### src/rtl/id_ex_pkg.sv
// Shared types for the ID->EX control pipeline.
//   id_ex_ctrl_t   : packed control bundle carried from decode to execute
//   ID_EX_CTRL_NOP : all-zero bubble presented when the stage is empty
//   pipe_state_e   : occupancy of a 1/2-entry valid/ready register
package id_ex_pkg;

  localparam int ALU_OP_W    = 7;
  localparam int ALU_FUNC3_W = 3;
  localparam int ALU_FUNC7_W = 7;

  typedef struct packed {
    logic                   reg_to_pc;  // operand A: 1 = PC, 0 = register
    logic                   alu_src;    // operand B: 1 = immediate, 0 = register
    logic [ALU_OP_W-1:0]    alu_op;
    logic [ALU_FUNC3_W-1:0] alu_func3;
    logic [ALU_FUNC7_W-1:0] alu_func7;
  } id_ex_ctrl_t;

  localparam int          ID_EX_CTRL_W   = $bits(id_ex_ctrl_t);
  localparam id_ex_ctrl_t ID_EX_CTRL_NOP = '0;

  typedef enum logic [1:0] {
    ST_EMPTY = 2'd0,  // nothing held
    ST_ONE   = 2'd1,  // main entry held
    ST_TWO   = 2'd2   // main + skid held
  } pipe_state_e;

endpackage

### src/rtl/pipe_skid_reg.sv
// Generic valid/ready pipeline register with an optional skid entry.
//   clk, reset         : clock, asynchronous active-low reset
//   flush              : synchronous squash of every held entry (wins over push)
//   in_valid/in_ready  : upstream handshake, in_data payload
//   out_valid/out_ready: downstream handshake, out_data payload (zero when empty)
// SKID_EN=1 : in_ready depends only on state, so out_ready has no path to in_ready.
// SKID_EN=0 : in_ready = empty | out_ready; the skid state is never entered.
module pipe_skid_reg
  import id_ex_pkg::*;
#(
  parameter type T       = logic [7:0],
  parameter bit  SKID_EN = 1'b1
) (
  input  logic clk,
  input  logic reset,
  input  logic flush,
  input  logic in_valid,
  output logic in_ready,
  input  T     in_data,
  output logic out_valid,
  input  logic out_ready,
  output T     out_data
);

  pipe_state_e state_q, state_d;
  T            main_q, skid_q;
  logic        push, pop;
  logic        load_main_in, load_main_skid, clr_main, load_skid, clr_skid;

  // State register.
  // NOTE: sequential state uses non-blocking assignments so every flop samples
  // pre-edge values regardless of process evaluation order.
  always_ff @(posedge clk or negedge reset) begin
    if (!reset) state_q <= ST_EMPTY;
    else        state_q <= state_d;
  end

  // Next-state logic. Flush empties the register regardless of handshakes.
  // NOTE: every always_comb output gets a default first so no path can hold
  // a previous value and infer a latch.
  always_comb begin
    state_d = state_q;
    if (flush) begin
      state_d = ST_EMPTY;
    end else begin
      unique case (state_q)
        ST_EMPTY: if (push) state_d = ST_ONE;
        ST_ONE: begin
          if (push && !pop)      state_d = ST_TWO;
          else if (pop && !push) state_d = ST_EMPTY;
        end
        ST_TWO:   if (pop) state_d = ST_ONE;
        default:  state_d = ST_EMPTY;
      endcase
    end
  end

  // Handshake outputs, decoded from state (and out_ready only without skid).
  always_comb begin
    out_valid = (state_q != ST_EMPTY);
    if (SKID_EN) in_ready = (state_q != ST_TWO);
    else         in_ready = (state_q == ST_EMPTY) || out_ready;
  end

  assign push = in_valid && in_ready;
  assign pop  = out_valid && out_ready;

  // Payload steering: a slot is zeroed whenever it empties, so out_data is
  // the bubble whenever out_valid is low.
  always_comb begin
    load_main_in   = 1'b0;
    load_main_skid = 1'b0;
    clr_main       = 1'b0;
    load_skid      = 1'b0;
    clr_skid       = 1'b0;
    unique case (state_q)
      ST_EMPTY: load_main_in = push;
      ST_ONE: begin
        if (pop) begin
          load_main_in = push;
          clr_main     = !push;
        end else begin
          load_skid = push;
        end
      end
      ST_TWO: begin
        load_main_skid = pop;
        clr_skid       = pop;
      end
      default: ;
    endcase
  end

  // NOTE: the payload flops are reset on purpose: the empty stage must show an
  // all-zero bundle straight out of reset, not whatever powered up.
  always_ff @(posedge clk or negedge reset) begin
    if (!reset) begin
      main_q <= '0;
      skid_q <= '0;
    end else if (flush) begin
      main_q <= '0;
      skid_q <= '0;
    end else begin
      if (load_main_in)        main_q <= in_data;
      else if (load_main_skid) main_q <= skid_q;
      else if (clr_main)       main_q <= '0;

      if (load_skid)     skid_q <= in_data;
      else if (clr_skid) skid_q <= '0;
    end
  end

  assign out_data = main_q;

endmodule

### src/rtl/id_ex_control_pipe.sv
// ID->EX control-path pipeline register.
//   clk, reset               : clock, asynchronous active-low reset
//   flush                    : squash everything held (branch redirect)
//   in_valid/in_ready        : decode-side handshake
//   *_in                     : reg_to_pc, alu_src, alu_op, alu_func3, alu_func7 from decode
//   out_valid/out_ready      : execute-side handshake
//   *_out                    : held bundle, all zero when out_valid=0
//   stall_count              : saturating count of cycles with out_valid & !out_ready
// The field widths must match id_ex_pkg, since the bundle travels as id_ex_ctrl_t.
module id_ex_control_pipe
  import id_ex_pkg::*;
#(
  parameter int ALU_OP_WIDTH    = 7,
  parameter int ALU_FUNC3_WIDTH = 3,
  parameter int ALU_FUNC7_WIDTH = 7,
  parameter int SKID_EN         = 1,
  parameter int STALL_CNT_WIDTH = 16
) (
  input  logic                       clk,
  input  logic                       reset,
  input  logic                       flush,
  input  logic                       in_valid,
  output logic                       in_ready,
  input  logic                       reg_to_pc_in,
  input  logic                       alu_src_in,
  input  logic [ALU_OP_WIDTH-1:0]    alu_op_in,
  input  logic [ALU_FUNC3_WIDTH-1:0] alu_func3_in,
  input  logic [ALU_FUNC7_WIDTH-1:0] alu_func7_in,
  output logic                       out_valid,
  input  logic                       out_ready,
  output logic                       reg_to_pc_out,
  output logic                       alu_src_out,
  output logic [ALU_OP_WIDTH-1:0]    alu_op_out,
  output logic [ALU_FUNC3_WIDTH-1:0] alu_func3_out,
  output logic [ALU_FUNC7_WIDTH-1:0] alu_func7_out,
  output logic [STALL_CNT_WIDTH-1:0] stall_count
);

  if (ALU_OP_WIDTH != ALU_OP_W || ALU_FUNC3_WIDTH != ALU_FUNC3_W ||
      ALU_FUNC7_WIDTH != ALU_FUNC7_W) begin : g_width_check
    $error("id_ex_control_pipe field widths differ from id_ex_ctrl_t");
  end

  id_ex_ctrl_t in_bundle, out_bundle;

  assign in_bundle.reg_to_pc = reg_to_pc_in;
  assign in_bundle.alu_src   = alu_src_in;
  assign in_bundle.alu_op    = alu_op_in;
  assign in_bundle.alu_func3 = alu_func3_in;
  assign in_bundle.alu_func7 = alu_func7_in;

  pipe_skid_reg #(
    .T       (id_ex_ctrl_t),
    .SKID_EN (SKID_EN != 0)
  ) u_pipe (
    .clk       (clk),
    .reset     (reset),
    .flush     (flush),
    .in_valid  (in_valid),
    .in_ready  (in_ready),
    .in_data   (in_bundle),
    .out_valid (out_valid),
    .out_ready (out_ready),
    .out_data  (out_bundle)
  );

  assign reg_to_pc_out = out_bundle.reg_to_pc;
  assign alu_src_out   = out_bundle.alu_src;
  assign alu_op_out    = out_bundle.alu_op;
  assign alu_func3_out = out_bundle.alu_func3;
  assign alu_func7_out = out_bundle.alu_func7;

  // Back-pressure counter: a diagnostic that survives flush; only reset clears it.
  always_ff @(posedge clk or negedge reset) begin
    if (!reset) begin
      stall_count <= '0;
    end else if (out_valid && !out_ready && (stall_count != '1)) begin
      stall_count <= stall_count + STALL_CNT_WIDTH'(1);
    end
  end

endmodule
### config.mk
export PLATFORM = sky130hd
export DESIGN_NAME = id_ex_control_pipe
export DESIGN_NICKNAME = d
export VERILOG_FILES = /design/src/rtl/id_ex_pkg.sv /design/src/rtl/pipe_skid_reg.sv /design/src/rtl/id_ex_control_pipe.sv
export SDC_FILE = /design/constraint.sdc
export NUM_CORES = 1
export LEC_CHECK = 0
export BUFFER_PORTS_ARGS = -buffer_cell sky130_fd_sc_hd__buf_4
export CORE_MARGIN = 4
export CORE_UTILIZATION = 34
export DETAILED_ROUTE_END_ITERATION = 7
export GPL_TIMING_DRIVEN = 0
export HOLD_SLACK_MARGIN = 0.06
export SKIP_CTS_REPAIR_TIMING = 1
export SYNTH_ARGS = -nofsm -noshare
export SYNTH_HDL_FRONTEND = slang
export SYNTH_SLANG_ARGS = --single-unit
### constraint.sdc
create_clock -name clk -period 1.97 [get_ports clk]
set_clock_uncertainty 0.2 [all_clocks]
set_input_delay 0.0985 -clock clk [delete_from_list [all_inputs] [get_ports clk]]
set_output_delay 0.0985 -clock clk [all_outputs]
set_load 0.01 [all_outputs]
After elaboration in Yosys (flattened, before gate mapping)
Cells that the tools add are included.

$mul: 0. Multiplexer cells: 20. Shift-type cells: 0. Magnitude comparators: 0. Eq/ne operators: 7. Divide/modulo/power cells: 0. Bitwise operators: 0. $add $sub $neg: 1. Reductions and logical operators: 14.

Operator list (count): $mux 19 (7); $add 16x1->16 const B (1); $ne 16x16->1 const B (1); $mux 2 (5); $logic_and 1x1->1 (6); $mux 1 (6); $ne 3x2->1 const B (2); $pmux 2 s3 (1); $ne 4x2->1 const B (1); $reduce_bool 4->1 (1); $logic_not 1->1 (3); $reduce_and 3->1 (1); $reduce_bool 3->1 (1); $eq 2x1->1 const B (1); $eq 2x2->1 const B (1); $logic_not 2->1 (1); $ne 2x2->1 const B (1); $pmux 1 s2 (1); $reduce_bool 2->1 (1).

Memories: 0. Bits in writable memories: 0. Bits in read-only memories: 0. Register bits after elaboration: 56. Bits in latches: 0.

Depth between registers and ports, before layout
Depth in word-level cells: 9. Depth in mapped cells: 5.

By module
From an unflattened synthesis, not the netlist that was laid out.

Cell total of the unflattened synthesis: 271. Area, all modules: 2924.1 um^2.

Modules (own cells, without submodules): pipe_skid_reg (times used 1, cells each 197, seq. area each 1001.0 um^2, area an instance 2078.2 um^2); id_ex_control_pipe (times used 1, cells each 74, seq. area each 400.4 um^2, area an instance 845.8 um^2).

Worst setup path before layout
Ideal clock, no wire load.

Kind: register to register. From: reg stall_count[0]. To: reg stall_count[14]. Required time: 1.637 ns. Library setup time: 0.133 ns. Clock period less this slack: 2.017 ns. Buffers on the path: 0. Slack: -0.047 ns. Cell stages (with the launch flop): 6. Arrival: 1.685 ns. Cells stage by stage: dfrtp_1 ha_1 nand4_1 or4_4 o31ai_1 o31ai_1.

Word-level cells in the longest chain between the ends: 2. Elaborated cells on any way between the ends: 3. Those cells by class: add/sub (1); eq/ne (1); reduce/logical (1).

Ends and longest elaborated chain: from (decl) (line id_ex_control_pipe.sv:36) `output logic [STALL_CNT_WIDTH-1:0] stall_count`; from (signal assigned) (line id_ex_control_pipe.sv:78) `stall_count <= stall_count + STALL_CNT_WIDTH'(1);`; parallel branches: the longest is 2 deep, another holds $add 16x1->16.

Parallel ways; which one is timed is not known. A chain may end at the register's enable or synchronous reset.

Worst setup path after layout
From: reg stall_count[1]. To: reg stall_count[1].

The elaborated chain is that of the path after synthesis.

==> impl_metrics.env <==
export IMPL_outcome="complete, but fails checks"
export IMPL_failed_checks="negative setup slack"
export IMPL_synth_seq_area_share=0.567
export IMPL_synthArstFlopShare=1.00
export IMPL_start_util=0.356
export IMPL_synth_common_cells="dfrtp_1 (56), a22o_1 (19), a22oi_1 (19), o2bb2ai_1 (19), xor2_1 (12)"
export IMPL_clk_pin_slew_worst_paths_ns=0.09
export IMPL_syn_avg_cell_area_um2=12.5
export IMPL_antenna_cells=0
export IMPL_crit_type="flop to flop"
export IMPL_netlist_instances=198
export IMPL_layout_worst_path_cycle_share=1.05
export IMPL_critPathBufInv=2
export IMPL_fillers=633
export IMPL_slew_viol_final=0
export IMPL_die_area_um2=8700
export IMPL_drtPass1Iterations=4
export IMPL_ys_ff_latch=56
export IMPL_critical_path_top_delay_family="simple AND/OR/NAND/NOR gates"
export IMPL_io_buffer_count=59
export IMPL_synth_edf_count=0
export IMPL_crit_arrival_ns=2.05
export IMPL_path_cells="ha_4, nand4_1, buf_4, nor4_4, buf_6, nor2_4, mux2_2"
export IMPL_syn_num_nets=223
export IMPL_overflow=0
export IMPL_r2r_start="stall_count[1]"
export IMPL_initialDrtViolationCount=105
export IMPL_ios=61
export IMPL_area_growth_pct=41.6
export IMPL_cap_violations=0
export IMPL_cp_slowest_cell="dfrtp_2"
export IMPL_crit_path_start_kind="flop"
export IMPL_drt_total_wl_um=6160
export IMPL_grt_pass1_wl_um=9580
export IMPL_yosysTopAreaCell="dfrtp_1"
export IMPL_final_util=0.504
export IMPL_grt_pass1_vias=1852
export IMPL_fin_ws_ns=-0.0916
export IMPL_place_congestion=0.716
export IMPL_vias_per_cell=4.94
export IMPL_crit_required_ns=1.96
export IMPL_netlist_area_um2=2470
export IMPL_design_area_um2=3500
export IMPL_slowest_delay_ns=0.42
export IMPL_dp_final_hpwl_um=4060
export IMPL_via_count=1948
export IMPL_peakVddDrop_mv=0.300
export IMPL_ys_top_cells_by_area="dfrtp_1 (57%), a22o_1 (6.7%), o2bb2ai_1 (6.7%)"
export IMPL_rsz0062_at_grt="true"
export IMPL_p_per_area_nw_per_um2=726
export IMPL_die_w_um=93.3
export IMPL_min_period_ns=2.06
export IMPL_synthFlopType="dfrtp_1"
export IMPL_worst_pin_slew_ns=0.704
export IMPL_yosys_area_top_type_share=0.567
export IMPL_hold_path_class="input port to flop"
export IMPL_clock_latency_ns=0.30
export IMPL_placementRows=30
export IMPL_clockBufferDepth=2
export IMPL_nNetsFinal=322
export IMPL_p_leak_nw=1.63
export IMPL_htreeDepth=2
export IMPL_synth_cell_types=37
export IMPL_min_from="out_ready"
export IMPL_core_um2=6940
export IMPL_cts_buffers=5
export IMPL_cts_tree="yes"
export IMPL_finalHoldViolations=0
export IMPL_finalSetupViolCount=3
export IMPL_critPathMaxFanout=7
export IMPL_yosysWarningCount=0
export IMPL_grtUsageTotal=0.140
export IMPL_root_buffer="clkbuf_8"
export IMPL_crit_start="stall_count[1]"
export IMPL_fmax_mhz=485
export IMPL_wire_per_inst_um=15.6
export IMPL_pre_cts_slack_ns=-0.210
export IMPL_maxSlewHeadroom=0.531
export IMPL_clkSinkCount=56
export IMPL_drive_above_1_share=0.362
export IMPL_yosysMostFrequentCell="dfrtp_1"
export IMPL_placed_area_um2=3040
export IMPL_grt_max_degree=57
export IMPL_whs_ns=0.0844
export IMPL_drcViolationCount=0
export IMPL_end_kind="flop"
export IMPL_grt_antenna_before_repair=0
export IMPL_die_h_um=93.3
export IMPL_antenna_left=0
[sequential cells by signal, summed over array words and instances (netlist names)]
name / cells
stall_count: 16
u_pipe.skid_q: 19
u_pipe.out_data: 19
u_pipe.state_q: 2
[kinds of logic after synthesis]
group,count (synthesis),share of synthesized area
AO/OA/AOI/OAI,68,0.225
flip-flops,56,0.567
AND/OR/NAND/NOR,45,0.126
buffers and inverters,14,0.0253
XOR/XNOR,12,0.0425
multiplexers,2,0.00911
adder cells (fa/ha/maj),1,0.00506
[tightest hold or removal path, stage by stage]
cell,delay [ns]
buf_4,0.10
o21bai_4,0.17
nor2_4,0.06
xor2_1,0.11
[area by class of cell]
type,instances,area (um2),share of cell area
Clock buffer,8,90.1,0.0257
Buffer,10,57.6,0.0164
Timing Repair Buffer,92,749,0.214
Multi-Input combinational cell,128,1060,0.303
Tap cell,96,120,0.0343
Sequential cell,56,1410,0.402
Inverter,4,15.0,0.00429
[per-layer routing]
metal,vias to the layer above,track usage,share of wire
met3,4,0.0274,0.030
met5,-,0,0
met2,41,0.220,0.49
met1,943,0.197,0.47
li1,960,-,-
met4,0,0.0415,0.010
[power by group]
group	internal, W	leakage, nW	total, W	switching [W]
clock network	0.000288	0.0455	0.000636	0.000348
logic	0.000313	0.839	0.000561	0.000248
registers	0.00124	0.748	0.00134	0.000103
[stage by stage]
step	total power, W	instances	setup TNS (ns)
after global placement	0.00180	353	-2.75
after global routing	0.00270	394	-1.45
after detailed placement	0.00180	353	-3.65
after CTS	0.00244	361	-4.44
final	0.00254	394	-0.156
after floorplan	0.00155	198	-0.0733
[final timing paths]
| check | to | slack (ns) | depth (start not counted) |
|---|---|---|---|
| setup / recovery | stall_count[1] | -0.09 | 7 |
| max in group asynchronous | u_pipe.state_q[0] | 0.87 | 2 |
| min in group asynchronous | u_pipe.skid_q[1] | 0.19 | 2 |
| hold / removal | stall_count[0] | 0.08 | 4 |
| setup reg to reg | stall_count[1] | -0.09 | 7 |
| hold reg to reg | stall_count[13] | 0.30 | 1 |
[cells in the final DEF (no fill, tap or decap), drive strengths merged, types with 4 or more instances in the layout]
cell	Yosys	layout
dfrtp	56	56
o2bb2ai	19	19
nor3	5	5
clkbuf	7	14
dlygate4sd3	0	22
inv	4	4
nand2	7	7
buf	3	74
nor2	8	8
a22oi	19	19
xor2	12	12
nor4	5	5
nand3	5	5
a22o	19	19
Power figures use the tool's default switching activity.
